## src/rtl/apb_pkg.sv

```systemverilog
// Shared types and default widths for the APB master bridge.
package apb_pkg;

  localparam int unsigned APB_ADDR_W = 8;
  localparam int unsigned APB_DATA_W = 8;

  // Bridge FSM: IDLE accepts, SETUP drives psel alone, ACCESS waits for pready.
  typedef enum logic [1:0] {
    IDLE   = 2'd0,
    SETUP  = 2'd1,
    ACCESS = 2'd2
  } apb_mst_state_t;

  // One command as presented on the request port (default widths).
  typedef struct packed {
    logic                  write;
    logic [APB_ADDR_W-1:0] addr;
    logic [APB_DATA_W-1:0] wdata;
  } apb_cmd_t;

endpackage

```

## src/rtl/apb_watchdog.sv

```systemverilog
// ACCESS-phase watchdog: counts stalled cycles and flags the last permitted one.
module apb_watchdog #(
  parameter int unsigned TIMEOUT_CYCLES = 16
) (
  input  logic i_clk,
  input  logic i_rst,
  input  logic i_clr,
  input  logic i_en,
  output logic o_expire
);

  localparam int unsigned     CNT_W = $clog2(TIMEOUT_CYCLES) + 1;
  // Value seen on the final stalled ACCESS cycle; meaningless when the watchdog is disabled.
  localparam logic [CNT_W-1:0] LAST = CNT_W'(TIMEOUT_CYCLES - 1);

  logic [CNT_W-1:0] r_cnt;

  // Clear on reset or new transfer; count stalled cycles, saturating at all-ones.
  always_ff @(posedge i_clk) begin
    if (i_rst || i_clr) begin
      r_cnt <= '0;
    end else if (i_en && (r_cnt != '1)) begin
      r_cnt <= r_cnt + CNT_W'(1);
    end
  end

  assign o_expire = (TIMEOUT_CYCLES != 0) && (r_cnt == LAST);

endmodule

```

## src/rtl/apb_master_bridge.sv

```systemverilog
// Single-outstanding APB requester: valid/ready command in, SETUP/ACCESS transfer out,
// one-cycle response strobe back, with a watchdog abort for slaves that never ready.
module apb_master_bridge
  import apb_pkg::*;
#(
  parameter int unsigned ADDR_W         = APB_ADDR_W,
  parameter int unsigned DATA_W         = APB_DATA_W,
  parameter int unsigned TIMEOUT_CYCLES = 16
) (
  input  logic              pclk,
  input  logic              preset,
  input  logic              req_valid,
  output logic              req_ready,
  input  logic              req_write,
  input  logic [ADDR_W-1:0] req_addr,
  input  logic [DATA_W-1:0] req_wdata,
  output logic              rsp_valid,
  output logic [DATA_W-1:0] rsp_rdata,
  output logic              rsp_err,
  output logic              psel,
  output logic              penable,
  output logic              pwrite,
  output logic [ADDR_W-1:0] paddr,
  output logic [DATA_W-1:0] pwdata,
  input  logic              pready,
  input  logic [DATA_W-1:0] prdata
);

  apb_mst_state_t    r_state;
  logic              r_psel;
  logic              r_penable;
  logic              r_pwrite;
  logic [ADDR_W-1:0] r_paddr;
  logic [DATA_W-1:0] r_pwdata;
  logic              r_rsp_valid;
  logic [DATA_W-1:0] r_rsp_rdata;
  logic              r_rsp_err;

  logic w_accept;
  logic w_wd_en;
  logic w_expire;

  // Ready is forced low while reset is asserted so nothing is accepted into a resetting FSM.
  always_comb begin
    req_ready = (r_state == IDLE) && !preset;
    w_accept  = req_valid && req_ready;
    w_wd_en   = (r_state == ACCESS) && !pready;
  end

  apb_watchdog #(
    .TIMEOUT_CYCLES (TIMEOUT_CYCLES)
  ) u_watchdog (
    .i_clk    (pclk),
    .i_rst    (preset),
    .i_clr    (w_accept),
    .i_en     (w_wd_en),
    .o_expire (w_expire)
  );

  // Transfer FSM with registered APB and response outputs.
  always_ff @(posedge pclk) begin
    if (preset) begin
      r_state     <= IDLE;
      r_psel      <= 1'b0;
      r_penable   <= 1'b0;
      r_pwrite    <= 1'b0;
      r_paddr     <= '0;
      r_pwdata    <= '0;
      r_rsp_valid <= 1'b0;
      r_rsp_rdata <= '0;
      r_rsp_err   <= 1'b0;
    end else begin
      r_rsp_valid <= 1'b0;
      unique case (r_state)
        IDLE: begin
          if (w_accept) begin
            r_pwrite <= req_write;
            r_paddr  <= req_addr;
            r_pwdata <= req_wdata;
            r_psel   <= 1'b1;
            r_state  <= SETUP;
          end
        end
        SETUP: begin
          r_penable <= 1'b1;
          r_state   <= ACCESS;
        end
        ACCESS: begin
          // pready is checked first so a completion on the expiry cycle still succeeds.
          if (pready) begin
            r_psel      <= 1'b0;
            r_penable   <= 1'b0;
            r_rsp_valid <= 1'b1;
            r_rsp_rdata <= r_pwrite ? '0 : prdata;
            r_rsp_err   <= 1'b0;
            r_state     <= IDLE;
          end else if (w_expire) begin
            r_psel      <= 1'b0;
            r_penable   <= 1'b0;
            r_rsp_valid <= 1'b1;
            r_rsp_rdata <= '0;
            r_rsp_err   <= 1'b1;
            r_state     <= IDLE;
          end
        end
        default: begin
          r_psel    <= 1'b0;
          r_penable <= 1'b0;
          r_state   <= IDLE;
        end
      endcase
    end
  end

  assign psel      = r_psel;
  assign penable   = r_penable;
  assign pwrite    = r_pwrite;
  assign paddr     = r_paddr;
  assign pwdata    = r_pwdata;
  assign rsp_valid = r_rsp_valid;
  assign rsp_rdata = r_rsp_rdata;
  assign rsp_err   = r_rsp_err;

endmodule
```

## config.mk

```make
export PLATFORM = sky130hd
export DESIGN_NAME = apb_master_bridge
export DESIGN_NICKNAME = d
export VERILOG_FILES = /design/src/rtl/apb_pkg.sv /design/src/rtl/apb_watchdog.sv /design/src/rtl/apb_master_bridge.sv
export SDC_FILE = /design/constraint.sdc
export NUM_CORES = 1
export LEC_CHECK = 0
export ABC_AREA = 1
export BUFFER_PORTS_ARGS = -buffer_cell sky130_fd_sc_hd__buf_2
export CAP_MARGIN = 20
export CORE_MARGIN = 5
export CORE_UTILIZATION = 25
export DETAILED_ROUTE_END_ITERATION = 10
export PLACE_DENSITY = 0.54
export SLEW_MARGIN = 30
export SYNTH_ARGS = -nofsm -noshare
export SYNTH_HDL_FRONTEND = slang
export SYNTH_SLANG_ARGS = --single-unit
export TNS_END_PERCENT = 20
```

## constraint.sdc

```tcl
create_clock -name pclk -period 2 [get_ports pclk]
set_input_delay 0.4 -clock pclk [delete_from_list [all_inputs] [get_ports pclk]]
set_output_delay 0.4 -clock pclk [all_outputs]
set_load 0.02 [all_outputs]
```

# Word level (Yosys, flattened, before mapping)
# Cells that the tools add are included.
[totals]
regBits = 36
inputBits = 29
[classes]
n_mux = 16
n_eq_ne = 6
addsub = 1
bitwise = 3
reduce_logical = 15
[op_table]
columns = ["op", "n"]
rows = [
  ["$mux W8", 3],
  ["$reduce_and A2 Y1", 4],
  ["$mux W1", 7],
  ["$mux W2", 3],
  ["$pmux W1 S3", 2],
  ["$pmux W2 S3", 1],
  ["$add A5 B1 Y5 const B", 1],
  ["$eq A5 B4 Y1 const B", 1],
  ["$ne A5 B5 Y1 const B", 1],
  ["$logic_and A1 B1 Y1", 4],
  ["$ne A3 B2 Y1 const B", 1],
  ["$not A1 Y1", 3],
  ["$reduce_and A3 Y1", 1],
  ["$eq A2 B1 Y1 const B", 1],
  ["$eq A2 B2 Y1 const B", 1],
  ["$logic_not A1 Y1", 2],
  ["$logic_not A2 Y1", 1],
  ["$ne A2 B1 Y1 const B", 1],
  ["$reduce_bool A2 Y1", 1],
  ["$reduce_or A2 Y1", 1],
  ["$logic_or A1 B1 Y1", 1],
]

# Depth between registers and ports, before layout
[depth]
depth_word = 5
depth_mapped = 9
ltp_nobuf = 9

# By module
# From an unflattened synthesis, not the netlist that was laid out.
[hier_totals]
cells_unflattened = 248
area_unflattened_um2 = 1692.9
[by_module_without_submodules]
columns = ["module", "cells_each", "area_per_inst_um2", "seq_area_each_um2", "n_inst"]
rows = [
  ["apb_master_bridge", 213, 1410.1, 620.6, 1],
  ["apb_watchdog", 35, 282.8, 100.1, 1],
]

# Worst setup path before layout
# No wires, ideal clock.
[synth_timing]
path_type = "reg2reg"
from = "reg u_watchdog.r_cnt[0]"
to = "reg u_watchdog.r_cnt[3]"
setup_slack_ns = 0.579
path_stages_with_launch = 10
setup_time_ns = 0.113
required_time_ns = 1.887
t_arrival_ns = 1.308
cell_sequence = "dfxtp_1 -> ha_1 -> and3_1 -> ha_1 -> nor2_1 -> nand2_2 -> nor2_2 -> nand2_1 -> nand2_1 -> nor2_1"
[synth_via]
elab_chain_len = 2
word_cells_on_any_way = 3
cone_classes = "add/sub (1); eq/ne (1); reduce/logical (1)"
[synth_lines]
columns = ["item", "line", "source"]
rows = [
  ["start, declared", "apb_watchdog.sv:16", "logic [CNT_W-1:0] r_cnt;"],
  ["start signal, assigned", "apb_watchdog.sv:23", "r_cnt <= r_cnt + CNT_W'(1);"],
  ["parallel branches: the longest is 2 deep, another holds $add A5 B1 Y5", "-", ""],
]
# Parallel ways; which one is timed is not known.
# A chain may end at the register's enable or synchronous reset.

# Final worst setup path
[layout_timing]
from = "reg u_watchdog.r_cnt[0]"
to = "reg u_watchdog.r_cnt[4]"
# Same word-level chain as after synthesis.

==> results.cfg <==
[run_status]
status = finished, final reports clean

[routing]
route.detailed.drc = 0
met1_length_um = 1460
dr_wl_met3_um = 264
vias = 1219
wl_met2_um = 1250
wl_per_cell_um = 9.72
highest_layer = met4
drt-initial-drc-count = 30
dr.pass1.iters = 4
drt-total-wl_um = 2990
vias_per_cell = 3.97
postRouteAntennaNets = 0

[timing]
hold_viol = 0
rsz0062_at_grt = false
finalSetupViolations = 0
fmax_mhz = 651
tns_ns = 0
finClkSkew_ns = 0.00340
slew_violations = 0
period_share = 0.768
layout_min_cycle_time_ns = 1.54
worst_slew_pin_slew_ns = 0.515
max_slew_margin = 0.655

[yosys]
synth_area_per_cell_um2 = 7.91
synth.cell_area_um2 = 1370
ys_ff_latch = 36
synth_cell_types = 23
synth-main-ff-cell = dfxtp_1
synth_cells = 173
ys_seq_area_frac = 0.527
yosysWarnings = 0
synth-edff-count = 0
synthTopCellsByArea = dfxtp_1, nand2_1, nand3_1
post-synth-top-area-fraction = 0.527
synth.most_common_cell = nand2_1
synth_async_sr_flop_share = 0
synth_nets = 205
synthTopCellsByCount = nand2_1, dfxtp_1, nand3_1
synth_top_area_cell = dfxtp_1

[die]
core_um2 = 5410
die_w_um = 84.0
die_y_um = 84.0
dieArea_um2 = 7060
rows = 27
io-pin-count = 59
initial_utilization = 0.253

[setup_path]
critPathRequiredTime_ns = 2.18
cp_max_fo = 4
worstRegToRegCells = 9
ff2ff_setup_slack_ns = 0.46
cp-start-kind = flop
critPathCaptureType = flop
worstPathArrival_ns = 1.71
critPathKind = flop to flop

[clocking]
cts_setup_buffers = 0
hold_buffers = 0
clk_latency_ns = 0.28
clock_path_buffers = 2
cts_tree = done
cts_root_buf = clkbuf_8
cts_resized = 0
numCtsBuffers = 5
cts.clk_slew.worst_paths_ns = 0.07
cts.sinks = 36
htree_levels = 2

[power_and_ir_drop]
pwr_density_cell_nw_per_um2 = 831
p_leak_nw = 0.938
total_power_mw = 1.52
peakVddDrop_uv = 315

[job]
drv_cap = 0

[finish]
nets = 267
final_util = 0.337
stdcell_area_um2 = 1820
drive_gt1_frac = 0.328
syn_to_final_growth_pct = 33.2
nFillCells = 589
diodes = 0

[global_routing]
grt_max_degree = 19
antenna_found_initial = 0
grt_use_total = 0.0879
grt_pass1_wl_um = 5150
grt_pass1_vias = 1198
gr-total-overflow = 0

[placed_design]
dp_hpwl_um = 2240
dpl_cell_area_um2 = 1730
io_buffers = 58
finalWeightedCongestion = 0.711

[hold_path]
whs_path_depth = 3
hold_path.class = primary input to flop
area by class of cell:
type / instances / area, µm² / area share
flip-flops and latches: 36 / 721 / 0.395
multi-input cells: 123 / 577 / 0.316
repair buffers: 58 / 290 / 0.159
clock buffers: 7 / 96.3 / 0.0528
well taps: 72 / 90.1 / 0.0494
inverters: 11 / 48.8 / 0.0268
critical path, cell delays in order (launching register included):
cell and delay (ns):
dfxtp_1 0.34, ha_1 0.22, and3_1 0.20, ha_1 0.19, inv_1 0.05, nand2_1 0.04
nor2_1 0.21, nand2_1 0.07, o21ai_0 0.07, nor2_1 0.05
report_power, final:
| part | internal, mW | switching (mW) | leakage (nW) |
|---|---|---|---|
| Sequential | 0.754 | 0.0210 | 0.294 |
| Clock | 0.307 | 0.240 | 0.0503 |
| Combinational | 0.0698 | 0.125 | 0.594 |
| Total | 1.13 | 0.385 | 0.938 |
through the flow:
| stage | hold slack [ns] | setup slack [ns] | cells |
|---|---|---|---|
| 6_report | 0.314 | 0.463 | 307 |
| 5_1_grt | 0.300 | 0.283 | 307 |
| 4_1_cts | 0.302 | 0.448 | 307 |
| 3_5_place_dp | 0.429 | 0.454 | 300 |
| 3_3_place_gp | 0.423 | 0.485 | 300 |
| 2_1_floorplan | 0.461 | 0.579 | 173 |
path summary, 6_finish.rpt:
check	startpoint	end
worst max register to register	u_watchdog.r_cnt[0]	u_watchdog.r_cnt[4]
worst min register to register	pwdata[1]	pwdata[1]
worst max-delay path	u_watchdog.r_cnt[0]	u_watchdog.r_cnt[4]
worst min-delay path	req_addr[1]	paddr[1]
flip-flops by register name, indices dropped and copies added (netlist names), 2 cells and up:
signal / cells
r_state: 2
pwdata: 8
u_watchdog.r_cnt: 5
rsp_rdata: 8
paddr: 8
kinds of logic (layout without fill, tap and decap cells):
group | count (synthesis) | in the layout | share of synthesized area
buf+inv | 14 | 76 | 0.0521
xor+xnor | 2 | 2 | 0.0128
compound gates | 15 | 15 | 0.0548
simple gates | 103 | 103 | 0.326
flops | 36 | 36 | 0.527
fa+ha+maj | 3 | 3 | 0.0274
per-layer routing:
metal	up-vias	GRT usage
met2	48	0.145
met4	0	0.0219
met1	502	0.106
met5	-	0
li1	667	-
met3	2	0.0365
layout by cell type (no fill, tap or decap), drive strengths merged:
cell type	count
nand2	76
nor3	1
buf	58
nand3	13
and3	1
nor2	12
ha	3
clkbuf	7
dfxtp	36
xor2	2
inv	11
a21oi	4
o21ai	11
(Power assumes the default switching activity.)
